$ cat src/rtl/alu_op_sequencer.sv
// alu_op_sequencer: valid/ready command front-end that issues operands to the combinational ALU
// and returns its captured result. Optional overflow statistics: define ALU_SEQ_STICKY_FLAGS_EN.
module alu_op_sequencer #(
    parameter int unsigned WIDTH  = 16,
    parameter int unsigned CTRL_W = 4,
    parameter int unsigned SETTLE = 2
) (
    input  logic              clk,
    input  logic              rst_n,

    input  logic              cmd_valid,
    output logic              cmd_ready,
    input  logic [WIDTH-1:0]  cmd_a,
    input  logic [WIDTH-1:0]  cmd_b,
    input  logic [CTRL_W-1:0] cmd_ctrl,

    output logic [WIDTH-1:0]  alu_a,
    output logic [WIDTH-1:0]  alu_b,
    output logic [CTRL_W-1:0] alu_ctrl,
    input  logic [WIDTH-1:0]  alu_s,
    input  logic              alu_overflow,
    input  logic              alu_zero,

    output logic              rsp_valid,
    input  logic              rsp_ready,
    output logic [WIDTH-1:0]  rsp_s,
    output logic              rsp_overflow,
    output logic              rsp_zero,

    output logic              busy,
`ifdef ALU_SEQ_STICKY_FLAGS_EN
    input  logic              sticky_clr,
    output logic              ovf_sticky,
    output logic [7:0]        ovf_count,
`endif
    output logic [15:0]       op_count
);

    if (SETTLE < 1 || SETTLE > 15) begin : g_bad_settle
        $error("alu_op_sequencer: SETTLE must be within 1..15");
    end

    typedef enum logic [1:0] {
        ST_IDLE,
        ST_WAIT,
        ST_RESP
    } state_t;

    state_t              state_q, state_d;
    logic [3:0]          cnt_q, cnt_d;
    logic [WIDTH-1:0]    alu_a_q, alu_a_d;
    logic [WIDTH-1:0]    alu_b_q, alu_b_d;
    logic [CTRL_W-1:0]   alu_ctrl_q, alu_ctrl_d;
    logic                rsp_valid_q, rsp_valid_d;
    logic [WIDTH-1:0]    rsp_s_q, rsp_s_d;
    logic                rsp_ovf_q, rsp_ovf_d;
    logic                rsp_zero_q, rsp_zero_d;
    logic [15:0]         op_count_q, op_count_d;
    logic                cmd_accept;
    logic                rsp_hs;

    always_ff @(posedge clk or negedge rst_n) begin
        if (!rst_n) begin
            state_q     <= ST_IDLE;
            cnt_q       <= '0;
            alu_a_q     <= '0;
            alu_b_q     <= '0;
            alu_ctrl_q  <= '0;
            rsp_valid_q <= 1'b0;
            rsp_s_q     <= '0;
            rsp_ovf_q   <= 1'b0;
            rsp_zero_q  <= 1'b0;
            op_count_q  <= '0;
        end else begin
            state_q     <= state_d;
            cnt_q       <= cnt_d;
            alu_a_q     <= alu_a_d;
            alu_b_q     <= alu_b_d;
            alu_ctrl_q  <= alu_ctrl_d;
            rsp_valid_q <= rsp_valid_d;
            rsp_s_q     <= rsp_s_d;
            rsp_ovf_q   <= rsp_ovf_d;
            rsp_zero_q  <= rsp_zero_d;
            op_count_q  <= op_count_d;
        end
    end

    always_comb begin
        state_d     = state_q;
        cnt_d       = cnt_q;
        alu_a_d     = alu_a_q;
        alu_b_d     = alu_b_q;
        alu_ctrl_d  = alu_ctrl_q;
        rsp_valid_d = rsp_valid_q;
        rsp_s_d     = rsp_s_q;
        rsp_ovf_d   = rsp_ovf_q;
        rsp_zero_d  = rsp_zero_q;
        cmd_ready   = 1'b0;
        rsp_hs      = 1'b0;

        case (state_q)
            ST_IDLE: begin
                cmd_ready = 1'b1;
            end
            ST_WAIT: begin
                // Counter value 1 marks the SETTLE-th edge after accept.
                if (cnt_q == 4'd1) begin
                    rsp_s_d     = alu_s;
                    rsp_ovf_d   = alu_overflow;
                    rsp_zero_d  = alu_zero;
                    rsp_valid_d = 1'b1;
                    state_d     = ST_RESP;
                end else begin
                    cnt_d = cnt_q - 4'd1;
                end
            end
            ST_RESP: begin
                cmd_ready = rsp_ready;
                if (rsp_valid_q && rsp_ready) begin
                    rsp_hs      = 1'b1;
                    rsp_valid_d = 1'b0;
                    state_d     = ST_IDLE;
                end
            end
            default: begin
                state_d = ST_IDLE;
            end
        endcase

        // An accept in RESP overrides the return to IDLE, giving back-to-back issue.
        cmd_accept = cmd_valid && cmd_ready;
        if (cmd_accept) begin
            alu_a_d    = cmd_a;
            alu_b_d    = cmd_b;
            alu_ctrl_d = cmd_ctrl;
            cnt_d      = 4'(SETTLE);
            state_d    = ST_WAIT;
        end

        op_count_d = rsp_hs ? op_count_q + 16'd1 : op_count_q;
    end

`ifdef ALU_SEQ_STICKY_FLAGS_EN
    logic       ovf_sticky_q, ovf_sticky_d;
    logic [7:0] ovf_count_q, ovf_count_d;

    always_ff @(posedge clk or negedge rst_n) begin
        if (!rst_n) begin
            ovf_sticky_q <= 1'b0;
            ovf_count_q  <= '0;
        end else begin
            ovf_sticky_q <= ovf_sticky_d;
            ovf_count_q  <= ovf_count_d;
        end
    end

    always_comb begin
        ovf_sticky_d = ovf_sticky_q;
        ovf_count_d  = ovf_count_q;
        if (sticky_clr) begin
            ovf_sticky_d = 1'b0;
            ovf_count_d  = '0;
        end else if (rsp_hs && rsp_ovf_q) begin
            ovf_sticky_d = 1'b1;
            if (ovf_count_q != 8'hFF) begin
                ovf_count_d = ovf_count_q + 8'd1;
            end
        end
    end

    assign ovf_sticky = ovf_sticky_q;
    assign ovf_count  = ovf_count_q;
`endif

    assign alu_a        = alu_a_q;
    assign alu_b        = alu_b_q;
    assign alu_ctrl     = alu_ctrl_q;
    assign rsp_valid    = rsp_valid_q;
    assign rsp_s        = rsp_s_q;
    assign rsp_overflow = rsp_ovf_q;
    assign rsp_zero     = rsp_zero_q;
    assign busy         = (state_q != ST_IDLE);
    assign op_count     = op_count_q;

endmodule

$ cat config.mk
export PLATFORM = sky130hd
export DESIGN_NAME = alu_op_sequencer
export DESIGN_NICKNAME = d
export VERILOG_FILES = /design/src/rtl/alu_op_sequencer.sv
export SDC_FILE = /design/constraint.sdc
export NUM_CORES = 1
export LEC_CHECK = 0
export ABC_AREA = 0
export CORE_MARGIN = 1
export CORE_UTILIZATION = 42
export CTS_CLUSTER_SIZE = 30
export DETAILED_ROUTE_END_ITERATION = 8
export PLACE_DENSITY = 0.87
export SYNTH_ARGS = -nofsm -noshare
export SYNTH_HDL_FRONTEND = slang
export SYNTH_SLANG_ARGS = --single-unit
$ cat constraint.sdc
create_clock -name clk -period 2.7 [get_ports clk]
set_input_delay 0.54 -clock clk [delete_from_list [all_inputs] [get_ports clk]]
set_output_delay 0.54 -clock clk [all_outputs]
set_load 0.05 [all_outputs]
==> run summary, run 1 <==
### Run status
- **status** complete, no violations

### Clock network
- **clock tree root buffer cell** clkbuf_8
- **count of buffers added by post-CTS timing repair for setup** 0
- **post-cts resize count** 0
- **Hold-fix buffers, CTS** 0
- **clk sinks** 77
- **total CTS buffers** 9
- **Max Root-Sink Buffers** 2
- **clock latency at the later pin of the worst-skew pair** 0.34 ns
- **H-tree depth reported by CTS** 3
- **post-CTS clock slew at the launch and capture registers of the worst setup and hold paths** 0.08 ns
- **clock tree from TritonCTS** built

### Place
- **detailed-placement wirelength estimate** 4816 um
- **number of input and output port buffers inserted** 130
- **total placed instance area** 4538 sq um
- **routability congestion estimate** 0.7394

### Logic synthesis
- **Avg Inst Size Synth** 14.74 sq um
- **synthesized cell area** 3124 sq um
- **synthesized flop and latch total** 77
- **share of synthesized area occupied by flip-flops and latches** 61.67%
- **count of yosys warnings during synthesis** 0
- **synthesized netlist cell count** 212
- **Netlist cell types** 27
- **Post-Syn Nets** 273

### Power and ir drop
- **Power Density** 1353 nW/um^2
- **switching power as a share of total power** 45.31%
- **Max rail drop VDD** 0.6743 mV
- **Sw Pwr** 2.898 mW
- **Clock Power Share** 13.1%
- **static leakage** 2.042 nW
- **Seq pwr share** 30.2%
- **Comb pwr share** 56.7%
- **internal power consumption** 3.499 mW
- **Power Total** 6.397 mW

### Worst setup path
- **Max stage delay on crit path** 0.72 ns
- **CP cell instances** or2_2 -> clkdlybuf4s50_1
- **WP data required** 2.16 ns
- **CP Launch Type** register
- **endpoint kind of the worst setup timing path** output port
- **Setup Crit Path Kind** register to output port
- **crit path DAT** 1.85 ns
- **crit path max-delay cell type** clkdlybuf4s50_1
- **biggest fanout along the worst timing path** 8

### STA
- **minimum period implied by the final worst setup slack** 2.389 ns
- **final worst path period share** 88.48%
- **worst hold-check slack** 0.3642 ns
- **Fmax** 418.6 MHz
- **post-route clock skew** 0.01361 ns
- **Max Slew Vio Count** 0
- **RSZ-0062 raised after global routing** no
- **slew of the pin with the lowest slew margin** 0.9535 ns
- **number of failing hold endpoints at the final stage** 0
- **total negative setup slack** 0 ns
- **setup violation total in the final timing report** 0
- **Slew Limit Headroom** 36.43%

### Floorplan
- **Chip Height** 88.25 um
- **DIE AREA** 7787 sq um
- **initial cell density of the core** 43.31%
- **num ports** 131
- **core box area** 7214 sq um
- **Row Count** 31
- **x dimension of the die** 88.25 um

### Hold path
- **worst min path class** input pin to async pin

### Detailed routing
- **post-route DRC violation count** 0
- **Detail Route Antenna Nets** 0
- **final WL** 6624 um
- **Via Count** 2143
- **via-per-instance ratio** 4.752
- **violation count after the first detailed-route iteration** 66
- **average detailed-routed wire length per instance** 14.69 um
- **length of the first detailed-routing pass in iterations** 4

### Layout
- **Multi-input gate area** 1149 sq um
- **area of all placed cells without fillers** 4727 sq um
- **antenna diode count** 0
- **Final nets** 409
- **fill cell total of the finished layout** 584
- **sequential standard cell area** 1927 sq um
- **growth of design area from synthesis to finish** 51.30%
- **post-layout utilization of the core** 65.52%
- **proportion of layout cells with a drive suffix above 1** 22.16%

### GRT
- **antenna violations before repair** 0
- **largest net degree at the start of global routing** 78
- **total track usage** 17.68%
- **GR Overflow Total** 0
- **wire length of the first global-routing pass** 10420 um
- **vias in the first global route** 2173

### Job
- **reported max-cap violation count** 0

[registers in the layout, indices dropped and copies added (netlist names)]
| signal | cells |
|---|---|
| cnt_q | 4 |
| alu_a | 16 |
| alu_ctrl | 4 |
| rsp_overflow | 1 |
| rsp_valid | 1 |
| rsp_zero | 1 |
| rsp_s | 16 |
| state_q | 2 |
| alu_b | 16 |
| op_count | 16 |
[layout by cell type (no fill, tap or decap), types with 3 or more instances in the layout]
master | netlist | routed
dfrtp_1 | 77 | 77
nand2_1 | 12 | 12
xnor2_1 | 14 | 14
mux2_4 | 18 | 18
xor2_1 | 3 | 3
mux2_2 | 36 | 36
ha_1 | 3 | 3
clkdlybuf4s50_1 | 0 | 128
nand4_1 | 5 | 5
inv_1 | 4 | 4
clkbuf_8 | 0 | 9
buf_4 | 0 | 3
nand3_1 | 9 | 9
nor2_1 | 4 | 4
o21ai_0 | 4 | 4
[metal layers]
| metal | share of wire [%] | GRT usage [%] | wire (um) | vias up |
|---|---|---|---|---|
| met5 | 0 | 0 | 0 | - |
| met4 | 1.6 | 6.598 | 109 | 0 |
| met3 | 5.8 | 3.638 | 381 | 14 |
| met2 | 50 | 30.07 | 3328 | 82 |
| met1 | 42 | 22.34 | 2804 | 1046 |
| li1 | - | - | - | 1001 |
[synth_stat cells]
| cell | instances | share of area [%] |
|---|---|---|
| clkbuf_1 | 1 | 0.12 |
| and3_1 | 2 | 0.40 |
| nand2_1 | 12 | 1.4 |
| ha_1 | 3 | 1.2 |
| a211oi_1 | 1 | 0.24 |
| nor2b_1 | 1 | 0.20 |
| mux2_2 | 36 | 13 |
| nand4_1 | 5 | 1.0 |
| a21oi_1 | 1 | 0.16 |
| xor2_1 | 3 | 0.84 |
| buf_6 | 2 | 0.72 |
| buf_2 | 4 | 0.64 |
| dfrtp_1 | 77 | 62 |
| or3b_4 | 2 | 0.72 |
| o21ai_0 | 4 | 0.64 |
| and4_1 | 1 | 0.28 |
| nand2b_1 | 1 | 0.20 |
| and4b_1 | 1 | 0.32 |
| or2_2 | 2 | 0.40 |
| nor3_1 | 2 | 0.32 |
| nand4b_1 | 1 | 0.28 |
| nor2_1 | 4 | 0.48 |
| nand3b_1 | 1 | 0.24 |
| inv_1 | 4 | 0.48 |
| mux2_4 | 18 | 8.7 |
| nand3_1 | 9 | 1.4 |
| xnor2_1 | 14 | 3.9 |
[worst paths after layout]
path | to | slack [ns] | start | cells after the start
max | busy | 0.31 | state_q[0] | 2
min | op_count[15] | 0.36 | rst_n | 1
max reg2reg | rsp_overflow | 0.65 | cnt_q[1] | 5
min reg2reg | op_count[15] | 0.48 | op_count[15] | 1
max in group asynchronous | state_q[1] | 1.73 | rst_n | 1
min in group clk | op_count[15] | 0.48 | op_count[15] | 1
[through the flow]
step	setup WS, ns	cells
2_1_floorplan	0.7993	212
3_3_place_gp	0.5211	436
3_5_place_dp	0.4745	436
4_1_cts	0.2844	451
5_1_grt	0.2472	451
6_report	0.3112	451
[final cells by class]
class | count | share of cell area, %
inverters | 4 | 0.3176
multi-input cells | 124 | 24.30
well taps | 99 | 2.620
clock inverters | 6 | 1.376
repair buffers | 132 | 28.00
clock buffers | 9 | 2.620
flip-flops and latches | 77 | 40.76
[worst max-delay path: cells and delay by family (launching register included)]
kind | cells | cell delay, ns
buffers and inverters | 1 | 0.72
flip-flops | 1 | 0.47
AND/OR/NAND/NOR | 1 | 0.33
[cell families (layout without fill, tap and decap cells)]
family                   count (synthesis)  count (layout)  share of synthesized area (%)
AO/OA/AOI/OAI                            6               6                          1.041
adder cells (fa/ha/maj)                  3               3                          1.202
buffers and inverters                   11             151                          1.962
flip-flops                              77              77                          61.67
AND/OR/NAND/NOR                         44              44                          7.729
multiplexers                            54              54                          21.63
XOR/XNOR                                17              17                          4.766
[power by group through the flow]
stage	clock (mW)	combinational [mW]	sequential (mW)
final	0.838	3.63	1.93
after global routing	0.912	3.79	1.99
after CTS	0.865	3.66	1.94
after detailed placement	0	3.66	1.95
after global placement	0	3.60	1.92
after floorplan	0	0.926	3.45
Note: power is estimated with default switching activity, not from simulation.
==> run 2: changes to the inputs <==
- SLEW_MARGIN: unset -> 20
==> results of run 2 <==
No change in the layout: final DEF, timing and power equal those of run 1.
==> run 3: changes to the inputs <==
- CORE_UTILIZATION: 42 -> 25
- PLACE_DENSITY: 0.87 -> 0.6
==> run 3 against run 2 <==
Cell count grew 16%; count of clock-buffer cells in the layout unchanged; utilization shrank 24 points; final area grew 5.3%; die area is 66% higher; critical endpoint unchanged; highest routed layer unchanged.
==> run summary, run 3 (synthesized netlist as in run 1, its figures left out) <==
### STA
- **setup violation total in the final timing report** 0, unchanged
- **final worst path period share** 88.81%, +0.33 points
- **number of failing hold endpoints at the final stage** 0, unchanged
- **minimum period implied by the final worst setup slack** 2.398 ns, +0.008976 ns
- **RSZ-0062 raised after global routing** no
- **Fmax** 417.0 MHz, -0.37%
- **Slew Limit Headroom** 53.67%, +17 points
- **Worst Slack Setup Final** 0.3022 ns, -0.008976 ns
- **post-route clock skew** 0.006080 ns, -0.007534 ns
- **total negative setup slack** 0 ns, unchanged
- **slew of the pin with the lowest slew margin** 0.6949 ns, -0.2586 ns
- **Max Slew Vio Count** 0, unchanged

### Clock network
- **clock latency at the later pin of the worst-skew pair** 0.34 ns, about the same
- **post-CTS clock slew at the launch and capture registers of the worst setup and hold paths** 0.06 ns, -0.02 ns
- **count of buffers added by post-CTS timing repair for setup** 0, unchanged
- **clk sinks** 77, unchanged
- **H-tree depth reported by CTS** 3, unchanged
- **clock tree root buffer cell** clkbuf_16
- **clock tree from TritonCTS** built
- **post-cts resize count** 0, unchanged
- **Max Root-Sink Buffers** 2, unchanged
- **total CTS buffers** 9, unchanged
- **Hold-fix buffers, CTS** 0, unchanged

### Power and ir drop
- **Max rail drop VDD** 0.5858 mV, -13%
- **Power Density** 1393 nW/um^2, +2.9%
- **static leakage** 2.120 nW, +3.8%

### Floorplan
- **initial cell density of the core** 25.80%, -18 points
- **num ports** 131, unchanged
- **Row Count** 40, +29%
- **Chip Height** 113.8 um, +29%
- **core box area** 12110 sq um, +68%
- **x dimension of the die** 113.8 um, +29%
- **DIE AREA** 12950 sq um, +66%

### Worst setup path
- **r2r worst-path depth** 5, unchanged
- **beginning of the critical path** state_q[1]
- **biggest fanout along the worst timing path** 8, unchanged
- **worst setup path end** busy
- **WP data required** 2.16 ns, about the same
- **CP Launch Type** register
- **FF-to-FF Start** cnt_q[1]
- **setup slack of the most critical reg-to-reg path** 0.63 ns, -0.02 ns
- **endpoint kind of the worst setup timing path** output port
- **Setup Crit Path Kind** register to output port
- **worst r2r dst** rsp_s[2]
- **crit path DAT** 1.86 ns, about the same

### Detailed routing
- **violation count after the first detailed-route iteration** 59, -11%
- **Via Count** 2114, -1.4%
- **Detail Route Antenna Nets** 0, unchanged
- **via-per-instance ratio** 4.058, -15%
- **average detailed-routed wire length per instance** 13.15 um, -10%
- **post-route DRC violation count** 0, unchanged
- **length of the first detailed-routing pass in iterations** 6, +2
- **final WL** 6851 um, +3.4%

### Run status
- **status** complete, no violations

### GRT
- **GR Overflow Total** 0, unchanged
- **vias in the first global route** 2222, +2.3%
- **largest net degree at the start of global routing** 78, unchanged
- **antenna violations before repair** 0, unchanged
- **wire length of the first global-routing pass** 11110 um, +6.6%
- **total track usage** 11.40%, -6.3 points

### Layout
- **growth of design area from synthesis to finish** 59.39%
- **Final nets** 409, unchanged
- **antenna diode count** 0, unchanged
- **most common library cell in the layout ignoring fill and taps** clkdlybuf4s50_1
- **commonest cells after routing, fill and taps aside** 128 x clkdlybuf4s50_1, 77 x dfrtp_1, 36 x mux2_2, 18 x mux2_4, 14 x xnor2_1
- **proportion of layout cells with a drive suffix above 1** 22.38%, +0.22 points

### Place
- **number of input and output port buffers inserted** 130, unchanged
- **worst slack at placement** 0.4926 ns, +0.01807 ns
- **routability congestion estimate** 0.6685, -9.6%
- **detailed-placement wirelength estimate** 4664 um, -3.1%

### Job
- **reported max-cap violation count** 0, unchanged

### Hold path
- **worst min path class** input pin to async pin

run 3: cell type report:
type | count | area (sq um)
clock buffer | 9 | 225.2
timing repair buffer | 132 | 1340
fill | 1141 | 7132
multi-input combinational | 124 | 1149
sequential | 77 | 1927
inverter | 4 | 15.01
tap | 168 | 210.2
clock inverter | 7 | 113.9
run 3: worst max-delay path: stages, from the launching register on:
cell and delay, ns:
dfrtp_1 0.47, or2_2 0.32, clkdlybuf4s50_1 0.73
run 3: how the worst min path moves through the flow:
stage,end,slack (ns)
finish,op_count[11],0.23
global route,op_count[8],0.30
CTS,op_count[11],0.41
detailed placement,op_count[15],0.47
global placement,op_count[15],0.46
floorplan,alu_a[0],0.24
run 3: where the power goes:
| group | switching, mW | internal, mW |
|---|---|---|
| registers | 0.294 | 1.64 |
| logic | 2.19 | 1.45 |
| clock network | 0.467 | 0.899 |
run 3: metal layers:
| layer | global-route usage, % | wire, um |
|---|---|---|
| met5 | 0 | 0 |
| met1 | 14.75 | 3123 |
| met4 | 7.273 | 153 |
| met3 | 3.294 | 412 |
| met2 | 16.71 | 3162 |
run 3: per-stage QoR:
stage	util [%]	hold slack [ns]	std cells	total power, mW	area (sq um)
global route	41.12	0.2976	521	7.277	4980
floorplan	-	0.2444	212	4.378	3124
finish	41.12	0.2305	521	6.936	4980
detailed placement	38.29	0.4689	505	5.617	4637
global placement	38.29	0.4629	505	5.576	4637
CTS	41.08	0.4054	521	7.041	4976
